[src/rtl/regfile_debug_port.sv]
// Debug-side initiator for the integer register file: single read, single write and full dump
// commands, with results returned over a valid/ready response channel.
module regfile_debug_port #(
    parameter int unsigned DATA_WIDTH = 64,
    parameter int unsigned ADDR_WIDTH = 5,
    parameter int unsigned NUM_REGS   = 32
) (
    input  logic                  in_Clk,
    input  logic                  in_Rst,
    input  logic                  in_cmd_valid,
    output logic                  out_cmd_ready,
    input  logic [1:0]            in_cmd_op,
    input  logic [ADDR_WIDTH-1:0] in_cmd_addr,
    input  logic [DATA_WIDTH-1:0] in_cmd_data,
    output logic                  out_rsp_valid,
    input  logic                  in_rsp_ready,
    output logic [DATA_WIDTH-1:0] out_rsp_data,
    output logic [ADDR_WIDTH-1:0] out_rsp_addr,
    output logic                  out_rsp_last,
    output logic                  out_rsp_err,
    output logic [ADDR_WIDTH-1:0] out_rf_addr,
    input  logic [DATA_WIDTH-1:0] in_rf_data,
    output logic [ADDR_WIDTH-1:0] out_rf_writeAddr,
    output logic [DATA_WIDTH-1:0] out_rf_data,
    output logic                  out_rf_write_En,
    output logic                  out_busy
);

    localparam logic [1:0] OP_READ  = 2'b00;
    localparam logic [1:0] OP_WRITE = 2'b01;
    localparam logic [1:0] OP_DUMP  = 2'b10;

    localparam logic [ADDR_WIDTH-1:0] LAST_IDX = ADDR_WIDTH'(NUM_REGS - 1);
    localparam logic [ADDR_WIDTH-1:0] ONE_IDX  = ADDR_WIDTH'(1);

    typedef enum logic [1:0] {StIdle, StRd, StWr, StResp} state_e;

    state_e                  r_state;
    state_e                  w_state_next;
    logic [1:0]              r_op;
    logic [ADDR_WIDTH-1:0]   r_idx;
    logic [DATA_WIDTH-1:0]   r_wdata;
    logic [DATA_WIDTH-1:0]   r_rsp_data;
    logic                    r_rsp_last;
    logic                    r_rsp_err;
    logic                    w_accept;
    logic                    w_handshake;
    logic                    w_dump_more;

    assign w_accept    = (r_state == StIdle) && in_cmd_valid;
    assign w_handshake = (r_state == StResp) && in_rsp_ready;
    assign w_dump_more = (r_op == OP_DUMP) && !r_rsp_last;

    always_ff @(posedge in_Clk) begin
        if (in_Rst) begin
            r_state <= StIdle;
        end else begin
            r_state <= w_state_next;
        end
    end

    always_comb begin
        w_state_next = r_state;
        unique case (r_state)
            StIdle: begin
                if (in_cmd_valid) begin
                    case (in_cmd_op)
                        OP_READ:  w_state_next = StRd;
                        OP_WRITE: w_state_next = StWr;
                        OP_DUMP:  w_state_next = StRd;
                        default:  w_state_next = StResp;
                    endcase
                end
            end
            StRd:   w_state_next = StResp;
            StWr:   w_state_next = StResp;
            StResp: begin
                if (in_rsp_ready) begin
                    w_state_next = w_dump_more ? StRd : StIdle;
                end
            end
            default: w_state_next = StIdle;
        endcase
    end

    // Latched command and response registers; held stable while the response is stalled.
    always_ff @(posedge in_Clk) begin
        if (in_Rst) begin
            r_op       <= 2'b00;
            r_idx      <= '0;
            r_wdata    <= '0;
            r_rsp_data <= '0;
            r_rsp_last <= 1'b0;
            r_rsp_err  <= 1'b0;
        end else begin
            if (w_accept) begin
                r_op       <= in_cmd_op;
                r_idx      <= (in_cmd_op == OP_DUMP) ? '0 : in_cmd_addr;
                r_wdata    <= in_cmd_data;
                r_rsp_data <= '0;
                r_rsp_last <= 1'b1;
                r_rsp_err  <= (in_cmd_op == 2'b11);
            end
            if (r_state == StRd) begin
                r_rsp_data <= in_rf_data;
                r_rsp_last <= (r_op == OP_READ) || (r_idx == LAST_IDX);
                r_rsp_err  <= 1'b0;
            end
            if (r_state == StWr) begin
                r_rsp_data <= '0;
                r_rsp_last <= 1'b1;
                r_rsp_err  <= 1'b0;
            end
            if (w_handshake && w_dump_more) begin
                r_idx <= r_idx + ONE_IDX;
            end
        end
    end

    // Every output is forced low while reset is asserted, whatever state the flops hold.
    always_comb begin
        out_cmd_ready    = 1'b0;
        out_rsp_valid    = 1'b0;
        out_rsp_data     = '0;
        out_rsp_addr     = '0;
        out_rsp_last     = 1'b0;
        out_rsp_err      = 1'b0;
        out_rf_addr      = '0;
        out_rf_writeAddr = '0;
        out_rf_data      = '0;
        out_rf_write_En  = 1'b0;
        out_busy         = 1'b0;
        if (!in_Rst) begin
            out_cmd_ready = (r_state == StIdle);
            out_busy      = (r_state != StIdle);
            unique case (r_state)
                StRd: out_rf_addr = r_idx;
                StWr: begin
                    out_rf_writeAddr = r_idx;
                    out_rf_data      = r_wdata;
                    out_rf_write_En  = (r_idx != '0);
                end
                StResp: begin
                    out_rsp_valid = 1'b1;
                    out_rsp_data  = r_rsp_data;
                    out_rsp_addr  = r_idx;
                    out_rsp_last  = r_rsp_last;
                    out_rsp_err   = r_rsp_err;
                end
                default: ;
            endcase
        end
    end

endmodule

[config.mk]
export PLATFORM = sky130hd
export DESIGN_NAME = regfile_debug_port
export DESIGN_NICKNAME = d
export VERILOG_FILES = /design/src/rtl/regfile_debug_port.sv
export SDC_FILE = /design/constraint.sdc
export NUM_CORES = 1
export LEC_CHECK = 0
export CAP_MARGIN = 0
export CORE_ASPECT_RATIO = 0.6
export CORE_MARGIN = 4
export CORE_UTILIZATION = 45
export DETAILED_ROUTE_END_ITERATION = 7
export PLACE_DENSITY = 0.93
export SLEW_MARGIN = 20
export SYNTH_ARGS = -nofsm -noshare
export SYNTH_HDL_FRONTEND = slang
export SYNTH_SLANG_ARGS = --single-unit
export TNS_END_PERCENT = 100
[constraint.sdc]
create_clock -name in_Clk -period 3.14 [get_ports in_Clk]
set_clock_uncertainty 0.15 [all_clocks]
set_input_delay 0.471 -clock in_Clk [delete_from_list [all_inputs] [get_ports in_Clk]]
set_output_delay 0.471 -clock in_Clk [all_outputs]
set_load 0.1 [all_outputs]
### Yosys cells after proc, flatten, opt, wreduce, memory -nomap -nowiden

Index checks and enable logic that the tools add are counted.

| cells by class | value |
|---|---|
| eq/ne operators | 10 |
| reduce and logical (&&, ||, !) cells | 19 |
| muxes and demuxes | 33 |
| $add $sub $neg | 1 |

Operator list:

| cell | count |
|---|---|
| $mux 64 | 6 |
| $mux 5 | 9 |
| $mux 1 | 14 |
| $eq 2x2->1 const B | 5 |
| $logic_not 2->1 | 3 |
| $pmux 2 s3 | 1 |
| $reduce_bool 2->1 | 3 |
| $reduce_or 2->1 | 3 |
| $add 5x1->5 const B | 1 |
| $eq 5x5->1 const B | 1 |
| $reduce_bool 5->1 | 1 |
| $eq 2x1->1 const B | 2 |
| $logic_and 1x1->1 | 4 |
| $mux 2 | 2 |
| $ne 2x2->1 const B | 2 |
| $pmux 2 s2 | 1 |
| $reduce_bool 3->1 | 1 |
| $reduce_or 3->1 | 1 |
| $reduce_and 2->1 | 1 |
| $logic_not 1->1 | 1 |
| $logic_or 1x1->1 | 1 |

| storage, ports and cells | value |
|---|---|
| bits of input ports | 139 |
| output and inout port bits | 149 |
| word-level logic and storage cells | 70 |
| register bits after elaboration | 139 |

### Longest topological paths before layout

| depth | value |
|---|---|
| depth in word-level cells | 5 |
| gate-level depth with buffers | 8 |
| gate-level depth less buffers | 6 |

### Least setup slack after synthesis

OpenSTA, ideal clock, no wires.

| timing | value |
|---|---|
| path type | in2out |
| from | in in_Rst |
| to | out out_rsp_addr[1] |
| path slack | -0.332 ns |
| stages on the path | 3 |
| required time | 2.519 ns |
| path buffers | 2 |
| data arrival time | 2.851 ns |
| path through | buf_2 > clkbuf_1 > nor3_1 |

| between the ends | value |
|---|---|
| cells in the longest elaborated chain, start to end | 1 |

Ends and longest elaborated chain:

| element | line | RTL |
|---|---|---|
| from (decl) | 9 | `input logic in_Rst,` |
| $mux 5 | 133 | `if (!in_Rst) begin` |
| to (decl) | 18 | `output logic [ADDR_WIDTH-1:0] out_rsp_addr,` |

Every way passes these cells.

### Worst setup path after layout

| timing | value |
|---|---|
| from | reg r_state[0] |
| to | out out_rsp_data[24] |

| between the ends | value |
|---|---|
| cells in the longest elaborated chain, start to end | 3 |

Ends and longest elaborated chain:

| element | line | RTL |
|---|---|---|
| from (decl) | 38 | `state_e r_state;` |
| from (signal assigned) | 56 | `r_state <= StIdle;` |
| from (signal assigned) | 58 | `r_state <= w_state_next;` |
| $eq 2x2->1 | 136 | `unique case (r_state)` |
| $mux 64 | 136 |  |
| $mux 64 | 133 |  |
| to (decl) | 17 | `output logic [DATA_WIDTH-1:0] out_rsp_data,` |

Every way passes these cells.

==> run summary <==
The final setup slack of the worst path is 285 ps. The maximum cell stage delay along the critical path came out at 420 ps. The maximum frequency from static timing analysis is 0.350 GHz. Summed over all nets, the switching power comes to 2.64 mW.

The overall track demand over capacity in global routing is 26.1%. The number of nets still failing antenna checks after routing is 0. The routed design uses 1.77 mm of met3 wire. The clock period could shrink to 2850 ps. The number of remaining DRC errors is 0. The initial cell density of the core came out at 46.2%. Summed over all layers, the global routing overflow is 0. The worst hold path belongs to the class reg2reg. The final-layout worst hold slack is 300 ps.

The net count of the finished layout is 1210. The worst register-to-register path has a setup slack of 760 ps. In the synthesized netlist, the cells that appear most often are 201 x sky130_fd_sc_hd__nand2_1, 146 x sky130_fd_sc_hd__and2_1, 139 x sky130_fd_sc_hd__dfxtp_1.

The switching power as a share of total power came out at 38.7%. The worst slew slack as a fraction of its limit came out at 30.7%. The clock network fraction of design power came out at 27.9%. Summed over all layers, the routed wires come to 21.5 mm. The quantity of I/O buffers inserted on ports came out at 287. The dominant combinational cell family by area after synthesis is simple AND/OR/NAND/NOR gates. The final clock period utilization by the worst path is 90.9%.

The share of final-layout standard cells stronger than drive strength 1 is 19.0%. The sequential element share of the synthesized area came out at 43.9%. The routability congestion estimate came out at 0.830.

The post-CTS setup repair buffer count is 0. The number of placed instances with taps included came out at 1236. The met2 wire length came out at 10.9 mm. After detailed routing, the average wire length per cell comes to 17.0 µm. STA puts the critical path data required time at 2520 ps. 288 I/O pins were placed.

In this run the deepest clock path goes through 2 buffers. In this run, synthesis inferred 0 flip-flops with an integrated enable. The detailed router placed 6497 vias in this run. The cell internal power dissipation came out at 4.18 mW. The number of buffers added to fix hold violations after cts is 0. At the pin with the least slew margin, the transition time is 1040 ps. The area used by multi-input combinational logic came out at 0.00329 mm². The number of warnings reported in the yosys synthesis log came out at 0. The signed area change from the synthesized netlist to the final layout came out at 77.1%. The finished layout cell area is 0.0112 mm². The clock latency at the later pin of the worst-skew pair is 390 ps. The static leakage is 4.26 nW. The first-pass GRT wire length came out at 34.1 mm. Combinational cells account for 38.3% of the total power. The die outline height came out at 99.9 µm.

The compound-cell area share of the yosys netlist is 12.5%. The fraction of registers with async set/reset is 0%. The type of the worst setup path is reg2out. The commonest register cell after synthesis is sky130_fd_sc_hd__dfxtp_1. The clock slew at the register clock pins of the worst setup and hold paths came out at 60 ps. Setup repair after global routing left no endpoint under its margin. After detailed routing, no signal wire sits above met4. The worst slack at placement is 549 ps. The placed instances occupy a cell area of 0.0107 mm². The arrival time of the worst setup path came out at 2230 ps. The die width is 161 µm. The slowest cell on the critical path is sky130_fd_sc_hd__dfxtp_1. Of all cell types, the one taking the most synthesized area is sky130_fd_sc_hd__dfxtp_1. The worst setup path is captured at an output pin. Counting distinct cell types in the post-synthesis netlist gives 35. The synthesized design contains 139 register bits.

The initial antenna violation count came out at 0. The tool flagged a number of max-cap violations equal to 0. The adder-cell area share of the yosys netlist is 1.58%. The floorplan die area came out at 0.0161 mm².

The depth of the CTS H-tree is 4. The final cell count without fillers is 1267. The run finished with clean final reports. The average cell area after synthesis is 7.79 µm². The clock sink count is 139. The area of the core came out at 0.0137 mm². The top cell type by area accounts for 43.9% of the synthesized area. The final HPWL from detailed placement is 15.7 mm. Walking the worst path, the cells encountered are ha_1 -> inv_1 -> nor2_4 -> buf_4 -> and2_1 -> buf_12. In the post-synthesis netlist, the biggest area contributors are sky130_fd_sc_hd__dfxtp_1 44%, sky130_fd_sc_hd__and2_1 14%, sky130_fd_sc_hd__nand2_1 12%.

The portion of synthesized area spent on multiplexers is 0.336%. The power density normalized to cell area came out at 608 mW/mm². The vias per cell is 5.13. The area of the mapped netlist is 0.00633 mm². The pin count of the biggest net entering global routing came out at 132. Among all cell types in the netlist, the one instantiated most often is sky130_fd_sc_hd__nand2_1. The number of antenna repair diodes is 0. After Yosys synthesis, XOR and XNOR cells account for 0% of the synthesized area. After filler insertion, the fill cell instance count of the layout stands at 778. The tree is rooted in a sky130_fd_sc_hd__clkbuf_16. The final number of max-transition violations came to 0. The number of search-and-repair iterations in the first detailed-routing pass is 5. The cell count after synthesis came out at 813. The first-iteration detailed-routing DRC count came out at 351. Row generation in the floorplan step produced 33 rows.

The number of nets produced by synthesis came out at 960. The sequential power share is 33.8%. The peak supply drop came out at 0.454 mV. The final setup TNS came out at 0 ps. TritonCTS built the clock tree.

The worst setup path is launched from a register. Registers take 0.00278 mm². The number of resized instances in the post-cts repair step is 0.

The simple-gate share of the synthesized area is 36.8%. The biggest fanout along the worst timing path is 20. Clock tree synthesis inserted a total of 17 buffers. The detailed router put a total of 8.39 mm of wire on met1. The number of global-route vias before repair came out at 6537. The count of final hold-check violations is 0. The total of endpoints with negative setup slack in the final report came out at 0.
[registers in the layout (all words and copies together) (netlist names)]
name	cells
r_rsp_last	1
r_idx	5
r_op	2
r_state	2
r_rsp_data	64
r_rsp_err	1
r_wdata	64
[worst max-delay path: cells and delay by family, from the launching register on]
kind,cells,cell delay [ps]
adders and majority gates,1,200
and+or+nand+nor,2,620
DFF,1,420
buffers and inverters,3,590
[power groups by stage]
stage / Sequential, mW / Clock, mW / Combinational, mW
2_1_floorplan: 2.27 / 0 / 1.83
3_3_place_gp: 2.31 / 0 / 2.52
3_5_place_dp: 2.34 / 0 / 2.62
4_1_cts: 2.30 / 1.94 / 2.63
5_1_grt: 2.34 / 2.01 / 2.85
6_report: 2.31 / 1.90 / 2.61
[cell families after synthesis]
family / count (synthesis)
adders and majority gates: 8
and+or+nand+nor: 442
AOI/OAI and AO/OA: 147
buffers and inverters: 75
DFF: 139
muxes: 2
[stage by stage]
stage	utilization (%)	power, mW
2_1_floorplan	-	4.09
3_3_place_gp	77.8	4.83
3_5_place_dp	77.8	4.95
4_1_cts	81.8	6.87
5_1_grt	81.8	7.20
6_report	81.8	6.82
[per-layer routing]
layer | vias to the layer above | track usage [%]
li1 | 3142 | -
met1 | 3077 | 29.7
met2 | 240 | 46.4
met3 | 38 | 9.85
met4 | 0 | 7.54
met5 | - | 0
[area by class of cell]
type	instances	share of cell area [%]
inverters	8	0.268
clock buffers	19	3.95
flip-flops and latches	139	24.8
repair buffers	298	38.5
multi-input cells	599	29.3
well taps	192	2.14
clock inverters	12	1.04
[final timing paths]
check,startpoint,to,cells after the start
worst max-delay path,r_state[0],out_rsp_data[24],6
worst min-delay path,r_wdata[22],r_wdata[22],2
worst min register to register,r_wdata[22],r_wdata[22],2
worst max register to register,r_state[1],r_wdata[0],6
[cells in the final DEF, fill, tap and decap left out, types with 2 or more instances in the layout]
master | netlist | final
sky130_fd_sc_hd__clkdlybuf4s50_1 | 0 | 137
sky130_fd_sc_hd__clkinvlp_4 | 0 | 5
sky130_fd_sc_hd__nor2_1 | 9 | 8
sky130_fd_sc_hd__buf_4 | 3 | 21
sky130_fd_sc_hd__nand3b_1 | 65 | 65
sky130_fd_sc_hd__dfxtp_1 | 139 | 139
sky130_fd_sc_hd__and2_1 | 146 | 145
sky130_fd_sc_hd__inv_1 | 8 | 8
sky130_fd_sc_hd__inv_6 | 0 | 4
sky130_fd_sc_hd__a221oi_2 | 2 | 2
sky130_fd_sc_hd__nand2_1 | 201 | 200
sky130_fd_sc_hd__and3_1 | 2 | 2
sky130_fd_sc_hd__nor3_2 | 0 | 2
sky130_fd_sc_hd__clkbuf_16 | 0 | 17
sky130_fd_sc_hd__ha_1 | 8 | 7
sky130_fd_sc_hd__or3_1 | 2 | 2
sky130_fd_sc_hd__buf_12 | 0 | 139
sky130_fd_sc_hd__nor3_1 | 9 | 7
sky130_fd_sc_hd__a21oi_1 | 135 | 135
Note: power is estimated with default switching activity, not from simulation.
